<file path="src/rtl/bus_arbitro_micro_if.sv">
// Bus bundle between the two requesters, the arbiter/sequencer and the slave side.
interface bus_arbitro_micro_if #(
    parameter int unsigned DATA_W = 8
);
    logic [1:0]        req;
    logic              rw0;
    logic              rw1;
    logic [DATA_W-1:0] addr0;
    logic [DATA_W-1:0] addr1;
    logic [DATA_W-1:0] wdata0;
    logic [DATA_W-1:0] wdata1;
    logic [1:0]        gnt;
    logic [1:0]        done;
    logic [1:0]        err;
    logic [DATA_W-1:0] rdata;
    logic [DATA_W-1:0] bus_addr;
    logic [DATA_W-1:0] bus_wdata;
    logic              bus_rw;
    logic              bus_valid;
    logic              bus_ready;
    logic [DATA_W-1:0] bus_rdata;

    // Requesters plus memory/peripheral side
    modport master (
        output req, rw0, rw1, addr0, addr1, wdata0, wdata1, bus_ready, bus_rdata,
        input  gnt, done, err, rdata, bus_addr, bus_wdata, bus_rw, bus_valid
    );

    // Arbiter/sequencer side
    modport slave (
        input  req, rw0, rw1, addr0, addr1, wdata0, wdata1, bus_ready, bus_rdata,
        output gnt, done, err, rdata, bus_addr, bus_wdata, bus_rw, bus_valid
    );
endinterface

</file>
<file path="src/rtl/bus_arbitro_micro.sv">
// Two-master round-robin arbiter running a fixed ADDR/DATA/RESP bus cycle
// with a ready handshake and a bounded wait.
module bus_arbitro_micro #(
    parameter int unsigned DATA_W   = 8,
    parameter int unsigned WAIT_MAX = 15
) (
    input logic               clk,
    input logic               rst,
    bus_arbitro_micro_if.slave bus
);
    localparam int unsigned CNT_W = 8;

    typedef enum logic [1:0] {IDLE, ADDR, DATA, RESP} state_t;

    state_t            state, state_n;
    logic [1:0]        gnt_q, gnt_n;
    logic [1:0]        done_q, done_n;
    logic [1:0]        err_q, err_n;
    logic              last_q, last_n;
    logic [CNT_W-1:0]  cnt_q, cnt_n;
    logic [DATA_W-1:0] rdata_q, rdata_n;
    logic [DATA_W-1:0] addr_q, addr_n;
    logic [DATA_W-1:0] wdata_q, wdata_n;
    logic              rw_q, rw_n;
    logic              valid_q, valid_n;
    logic              win_c;

    // Sole requester wins; a tie goes to the one that was not served last
    always_comb begin
        win_c = 1'b0;
        case (bus.req)
            2'b10:   win_c = 1'b1;
            2'b11:   win_c = ~last_q;
            default: win_c = 1'b0;
        endcase
    end

    always_comb begin
        state_n = state;
        gnt_n   = gnt_q;
        done_n  = 2'b00;
        err_n   = 2'b00;
        last_n  = last_q;
        cnt_n   = cnt_q;
        rdata_n = rdata_q;
        addr_n  = addr_q;
        wdata_n = wdata_q;
        rw_n    = rw_q;
        valid_n = 1'b0;
        case (state)
            IDLE: begin
                if (bus.req != 2'b00) begin
                    state_n = ADDR;
                    gnt_n   = win_c ? 2'b10 : 2'b01;
                    last_n  = win_c;
                    addr_n  = win_c ? bus.addr1  : bus.addr0;
                    wdata_n = win_c ? bus.wdata1 : bus.wdata0;
                    rw_n    = win_c ? bus.rw1    : bus.rw0;
                    valid_n = 1'b1;
                end
            end
            ADDR: begin
                state_n = DATA;
                cnt_n   = '0;
                valid_n = 1'b1;
            end
            DATA: begin
                valid_n = 1'b1;
                if (bus.bus_ready) begin
                    state_n = RESP;
                    valid_n = 1'b0;
                    done_n  = last_q ? 2'b10 : 2'b01;
                    if (rw_q) rdata_n = bus.bus_rdata;
                end else if (cnt_q == CNT_W'(WAIT_MAX - 1)) begin
                    state_n = RESP;
                    valid_n = 1'b0;
                    err_n   = last_q ? 2'b10 : 2'b01;
                end else begin
                    cnt_n = cnt_q + CNT_W'(1);
                end
            end
            RESP: begin
                state_n = IDLE;
                gnt_n   = 2'b00;
            end
            default: state_n = IDLE;
        endcase
    end

    always_ff @(posedge clk) begin
        if (rst) begin
            state   <= IDLE;
            gnt_q   <= 2'b00;
            done_q  <= 2'b00;
            err_q   <= 2'b00;
            last_q  <= 1'b1;
            cnt_q   <= '0;
            rdata_q <= '0;
            addr_q  <= '0;
            wdata_q <= '0;
            rw_q    <= 1'b1;
            valid_q <= 1'b0;
        end else begin
            state   <= state_n;
            gnt_q   <= gnt_n;
            done_q  <= done_n;
            err_q   <= err_n;
            last_q  <= last_n;
            cnt_q   <= cnt_n;
            rdata_q <= rdata_n;
            addr_q  <= addr_n;
            wdata_q <= wdata_n;
            rw_q    <= rw_n;
            valid_q <= valid_n;
        end
    end

    assign bus.gnt       = gnt_q;
    assign bus.done      = done_q;
    assign bus.err       = err_q;
    assign bus.rdata     = rdata_q;
    assign bus.bus_addr  = addr_q;
    assign bus.bus_wdata = wdata_q;
    assign bus.bus_rw    = rw_q;
    assign bus.bus_valid = valid_q;
endmodule
</file>
<file path="src/flat_wrapper.sv">
// flat-port wrapper written by rule: the top's interface ports become plain ports
module bus_arbitro_micro_flat 
#(
    parameter int unsigned DATA_W   = 8,
    parameter int unsigned WAIT_MAX = 15
)
  (clk, rst, bus_req, bus_rw0, bus_rw1, bus_addr0, bus_addr1, bus_wdata0, bus_wdata1, bus_bus_ready, bus_bus_rdata, bus_gnt, bus_done, bus_err, bus_rdata, bus_bus_addr, bus_bus_wdata, bus_bus_rw, bus_bus_valid);
  bus_arbitro_micro_if #(.DATA_W(DATA_W)) bus_i ();
  input logic clk;
  input logic rst;
  input wire logic [$bits(bus_i.req)-1:0] bus_req;
  input wire logic [$bits(bus_i.rw0)-1:0] bus_rw0;
  input wire logic [$bits(bus_i.rw1)-1:0] bus_rw1;
  input wire logic [$bits(bus_i.addr0)-1:0] bus_addr0;
  input wire logic [$bits(bus_i.addr1)-1:0] bus_addr1;
  input wire logic [$bits(bus_i.wdata0)-1:0] bus_wdata0;
  input wire logic [$bits(bus_i.wdata1)-1:0] bus_wdata1;
  input wire logic [$bits(bus_i.bus_ready)-1:0] bus_bus_ready;
  input wire logic [$bits(bus_i.bus_rdata)-1:0] bus_bus_rdata;
  output wire logic [$bits(bus_i.gnt)-1:0] bus_gnt;
  output wire logic [$bits(bus_i.done)-1:0] bus_done;
  output wire logic [$bits(bus_i.err)-1:0] bus_err;
  output wire logic [$bits(bus_i.rdata)-1:0] bus_rdata;
  output wire logic [$bits(bus_i.bus_addr)-1:0] bus_bus_addr;
  output wire logic [$bits(bus_i.bus_wdata)-1:0] bus_bus_wdata;
  output wire logic [$bits(bus_i.bus_rw)-1:0] bus_bus_rw;
  output wire logic [$bits(bus_i.bus_valid)-1:0] bus_bus_valid;
  assign bus_i.req = bus_req;
  assign bus_i.rw0 = bus_rw0;
  assign bus_i.rw1 = bus_rw1;
  assign bus_i.addr0 = bus_addr0;
  assign bus_i.addr1 = bus_addr1;
  assign bus_i.wdata0 = bus_wdata0;
  assign bus_i.wdata1 = bus_wdata1;
  assign bus_i.bus_ready = bus_bus_ready;
  assign bus_i.bus_rdata = bus_bus_rdata;
  assign bus_gnt = bus_i.gnt;
  assign bus_done = bus_i.done;
  assign bus_err = bus_i.err;
  assign bus_rdata = bus_i.rdata;
  assign bus_bus_addr = bus_i.bus_addr;
  assign bus_bus_wdata = bus_i.bus_wdata;
  assign bus_bus_rw = bus_i.bus_rw;
  assign bus_bus_valid = bus_i.bus_valid;
  bus_arbitro_micro #(.DATA_W(DATA_W), .WAIT_MAX(WAIT_MAX)) u_core (.clk(clk), .rst(rst), .bus(bus_i));
endmodule
</file>
<file path="config.mk">
export PLATFORM = sky130hd
export DESIGN_NAME = bus_arbitro_micro_flat
export DESIGN_NICKNAME = d
export VERILOG_FILES = /design/src/rtl/bus_arbitro_micro_if.sv /design/src/rtl/bus_arbitro_micro.sv /design/src/flat_wrapper.sv
export SDC_FILE = /design/constraint.sdc
export NUM_CORES = 1
export LEC_CHECK = 0
export ABC_AREA = 1
export BUFFER_PORTS_ARGS = -buffer_cell sky130_fd_sc_hd__buf_2
export CAP_MARGIN = 25
export CELL_PAD_IN_SITES_DETAIL_PLACEMENT = 1
export CELL_PAD_IN_SITES_GLOBAL_PLACEMENT = 1
export CORE_ASPECT_RATIO = 2
export CORE_MARGIN = 5
export CORE_UTILIZATION = 33
export DETAILED_ROUTE_END_ITERATION = 6
export GPL_TIMING_DRIVEN = 0
export PLACE_DENSITY = 0.89
export SYNTH_ARGS = -nofsm -noshare
export SYNTH_HDL_FRONTEND = slang
export SYNTH_SLANG_ARGS = --single-unit
</file>
<file path="constraint.sdc">
create_clock -name clk -period 1.7 [get_ports clk]
set_input_delay 0.34 -clock clk [delete_from_list [all_inputs] [get_ports clk]]
set_output_delay 0.34 -clock clk [all_outputs]
set_load 0.03 [all_outputs]
</file>
==> metrics.csv <==
metric,value,unit
fin_skew,0.00318,ns
area_delta_synth_final,34.1,%
tightestPinTransition,0.351,ns
ff2ff_setup_slack,0.10,ns
synth-seq-cells,43,
critPathLaunchType,flop,
period_share,94.0,%
worst_r2r_path_depth,7,
ir_worst_vdd,847,uV
die_h,117,um
seq_area_frac_synth,45.8,%
drv_cap,0,
slew_headroom,76.6,%
cts_tree,yes,
place_congestion,0.803,
place_ws,-0.0222,ns
ys_types,26,
grt_use_total,16.3,%
dr.first_iter.drc_count,49,
synth_xor_area_share,0,%
critPathBufInv,3,
critPathSlowestCell,dfxtp_1,
r2r_end,u_core.bus.bus_rw,
cts_hold_buf,0,
wirelength,5.95,mm
clockBufferDepth,2,
drtAntennaViolNets,0,
path_cells,"inv_1, ha_1, o21ai_4, inv_2, buf_2, o21ai_0, o21ai_0",
fin_hold_ws,0.317,ns
timing.rr.start,u_core.state[0],
yosys-mux-area-fraction,0,%
final.setup.worst_slack,0.102,ns
drc,0,
clk_latency,0.28,ns
grt_pass1_wl,9.85,mm
grt_pass1_vias,2157,
synthAdderAreaFrac,4.66,%
nFillCells,722,
numCtsBuffers,5,
dieArea,7400,sq um
synth_top_family_by_area,simple AND/OR/NAND/NOR gates,
clkSlewWorstSetupHoldPaths,0.06,ns
grt_overflow,0,
clock-root-buffer,clkbuf_16,
post-route-min-period,1.60,ns
cts_sinks,43,
drv_slew,0,
fin_util,44.9,%
cp_common_cell,o21ai_0,
drive_gt1_share,32.7,%
via_count,2016,
io_buffers,77,
hold_path.class,input pin to flop,
htreeDepth,2,
slowest_delay,0.34,ns
first_pass_iters,4,
yosys.area_share.simple,21.4,%
hold_end,u_core.bus.bus_addr[4],
syn_avg_cell_area,7.61,sq um
synth_area,1880,sq um
grt_max_degree,14,
die_w,63.4,um
row_count,39,
wl_per_cell,15.0,um
whs_path_depth,3,
synth_compound_area_share,20.3,%
fin_setup_tns,0,ns
hpwl,4.58,mm
antenna-diode-count,0,
fin_nets,389,
min-delay-start,bus_addr1[4],
ys_warn_count,0,
crit_family,buffers and inverters,
hold_viol,0,
crit_fanout,10,
pin_count,79,
layout_common_cells,"83 x buf_2, 58 x nand2_1, 43 x dfxtp_1",
setup_violations,0,
crit_path_end_kind,flop,
worst-setup-path-type,flop to flop,
crit_required,1.91,ns
p_leak,0.00121,uW
core_area,5610,sq um
status,completed,
powerDensity,1520,nW/um^2
grt_antenna_before_repair,0,
synth_nets,301,
initial_core_util,33.5,%
final_common_cell,buf_2,
arrival,1.81,ns
syn-instance-count,247,
max_freq,626,MHz
vias_per_cell,5.08,
-- worst register-to-register path, stage by stage (launching register included) --
cell     delay [ns]
dfxtp_1        0.34
inv_1          0.14
ha_1           0.26
o21ai_4        0.13
inv_2          0.13
buf_2          0.24
o21ai_0        0.14
o21ai_0        0.15
-- flip-flops by register name (all words and copies together), names as in the netlist --
register and flops:
u_core.bus.rdata 8, u_core.cnt_q 8, u_core.bus.done 2, u_core.bus.err 2, u_core.last_q 1, u_core.bus.bus_rw 1
u_core.bus.bus_wdata 8, u_core.state 2, u_core.bus.bus_valid 1, u_core.bus.bus_addr 8, u_core.bus.gnt 2
-- worst max path at each step --
| stage | slack [ns] | cells after the start | startpoint | to |
|---|---|---|---|---|
| 3_3_place_gp | 0.14 | 6 | u_core.state[0] | u_core.bus.rdata[6] |
| 3_5_place_dp | -0.02 | 6 | u_core.state[0] | u_core.bus.rdata[6] |
| 5_1_grt | -0.02 | 7 | u_core.state[0] | u_core.bus.bus_rw |
| 4_1_cts | 0.06 | 6 | u_core.state[0] | u_core.bus.rdata[6] |
| 6_report | 0.10 | 7 | u_core.state[0] | u_core.bus.bus_rw |
| 2_1_floorplan | 0.34 | 6 | u_core.state[0] | u_core.bus.rdata[6] |
-- area by class of cell --
class / count / area [sq um] / area share, %
multi-input cells: 169 / 880 / 34.9
inverters: 26 / 97.6 / 3.87
repair buffers: 81 / 415 / 16.5
clock inverters: 3 / 15.0 / 0.596
plain buffers: 9 / 50.0 / 1.99
well taps: 61 / 76.3 / 3.03
flip-flops and latches: 43 / 861 / 34.2
clock buffers: 5 / 125 / 4.97
-- metrics by stage --
| step | power, uW | cells | instance area (sq um) |
|---|---|---|---|
| 4_1_cts | 3780 | 393 | 2480 |
| 6_report | 3820 | 397 | 2520 |
| 5_1_grt | 4060 | 397 | 2520 |
| 3_5_place_dp | 2840 | 385 | 2340 |
| 3_3_place_gp | 2760 | 385 | 2340 |
| 2_1_floorplan | 2370 | 247 | 1880 |
-- cell usage after synthesis (all sizes together) --
cell	n	share of area, %
nand2	59	12
nand3	13	3.7
nor2	22	4.5
buf	7	2.2
a31oi	16	5.3
o21bai	1	1.0
ha	7	4.7
nand4	1	0.33
clkbuf	2	0.40
dfxtp	43	46
o31ai	1	0.40
o21ai	26	7.5
o211ai	1	0.40
inv	25	5.0
or2	2	0.67
clkinv	1	0.20
nor3	1	0.27
a21oi	19	5.7
-- cell families after synthesis --
| family | count (synthesis) |
|---|---|
| AOI/OAI and AO/OA | 64 |
| DFF | 43 |
| adders and majority gates | 7 |
| and+or+nand+nor | 98 |
| buffers and inverters | 35 |
-- metal layers --
layer  GRT usage, %  vias to the layer above  wire, um
li1               -                      986         -
met1           18.1                      944      2410
met2           29.3                       82      2970
met3           4.62                        4       499
met4           5.41                        0        75
met5              0                        -         0
-- where the power goes --
part / switching, uW / internal [uW]
logic: 1030 / 510
clock network: 385 / 536
registers: 132 / 1220
-- what timing repair did --
action / in CTS / in global routing
gates resized for setup: 1 / 2
endpoints found under the setup margin: 1 / 6
hold endpoints to repair: 0 / 0
setup buffers: 0 / 4
Note: power is estimated with default switching activity, not from simulation.
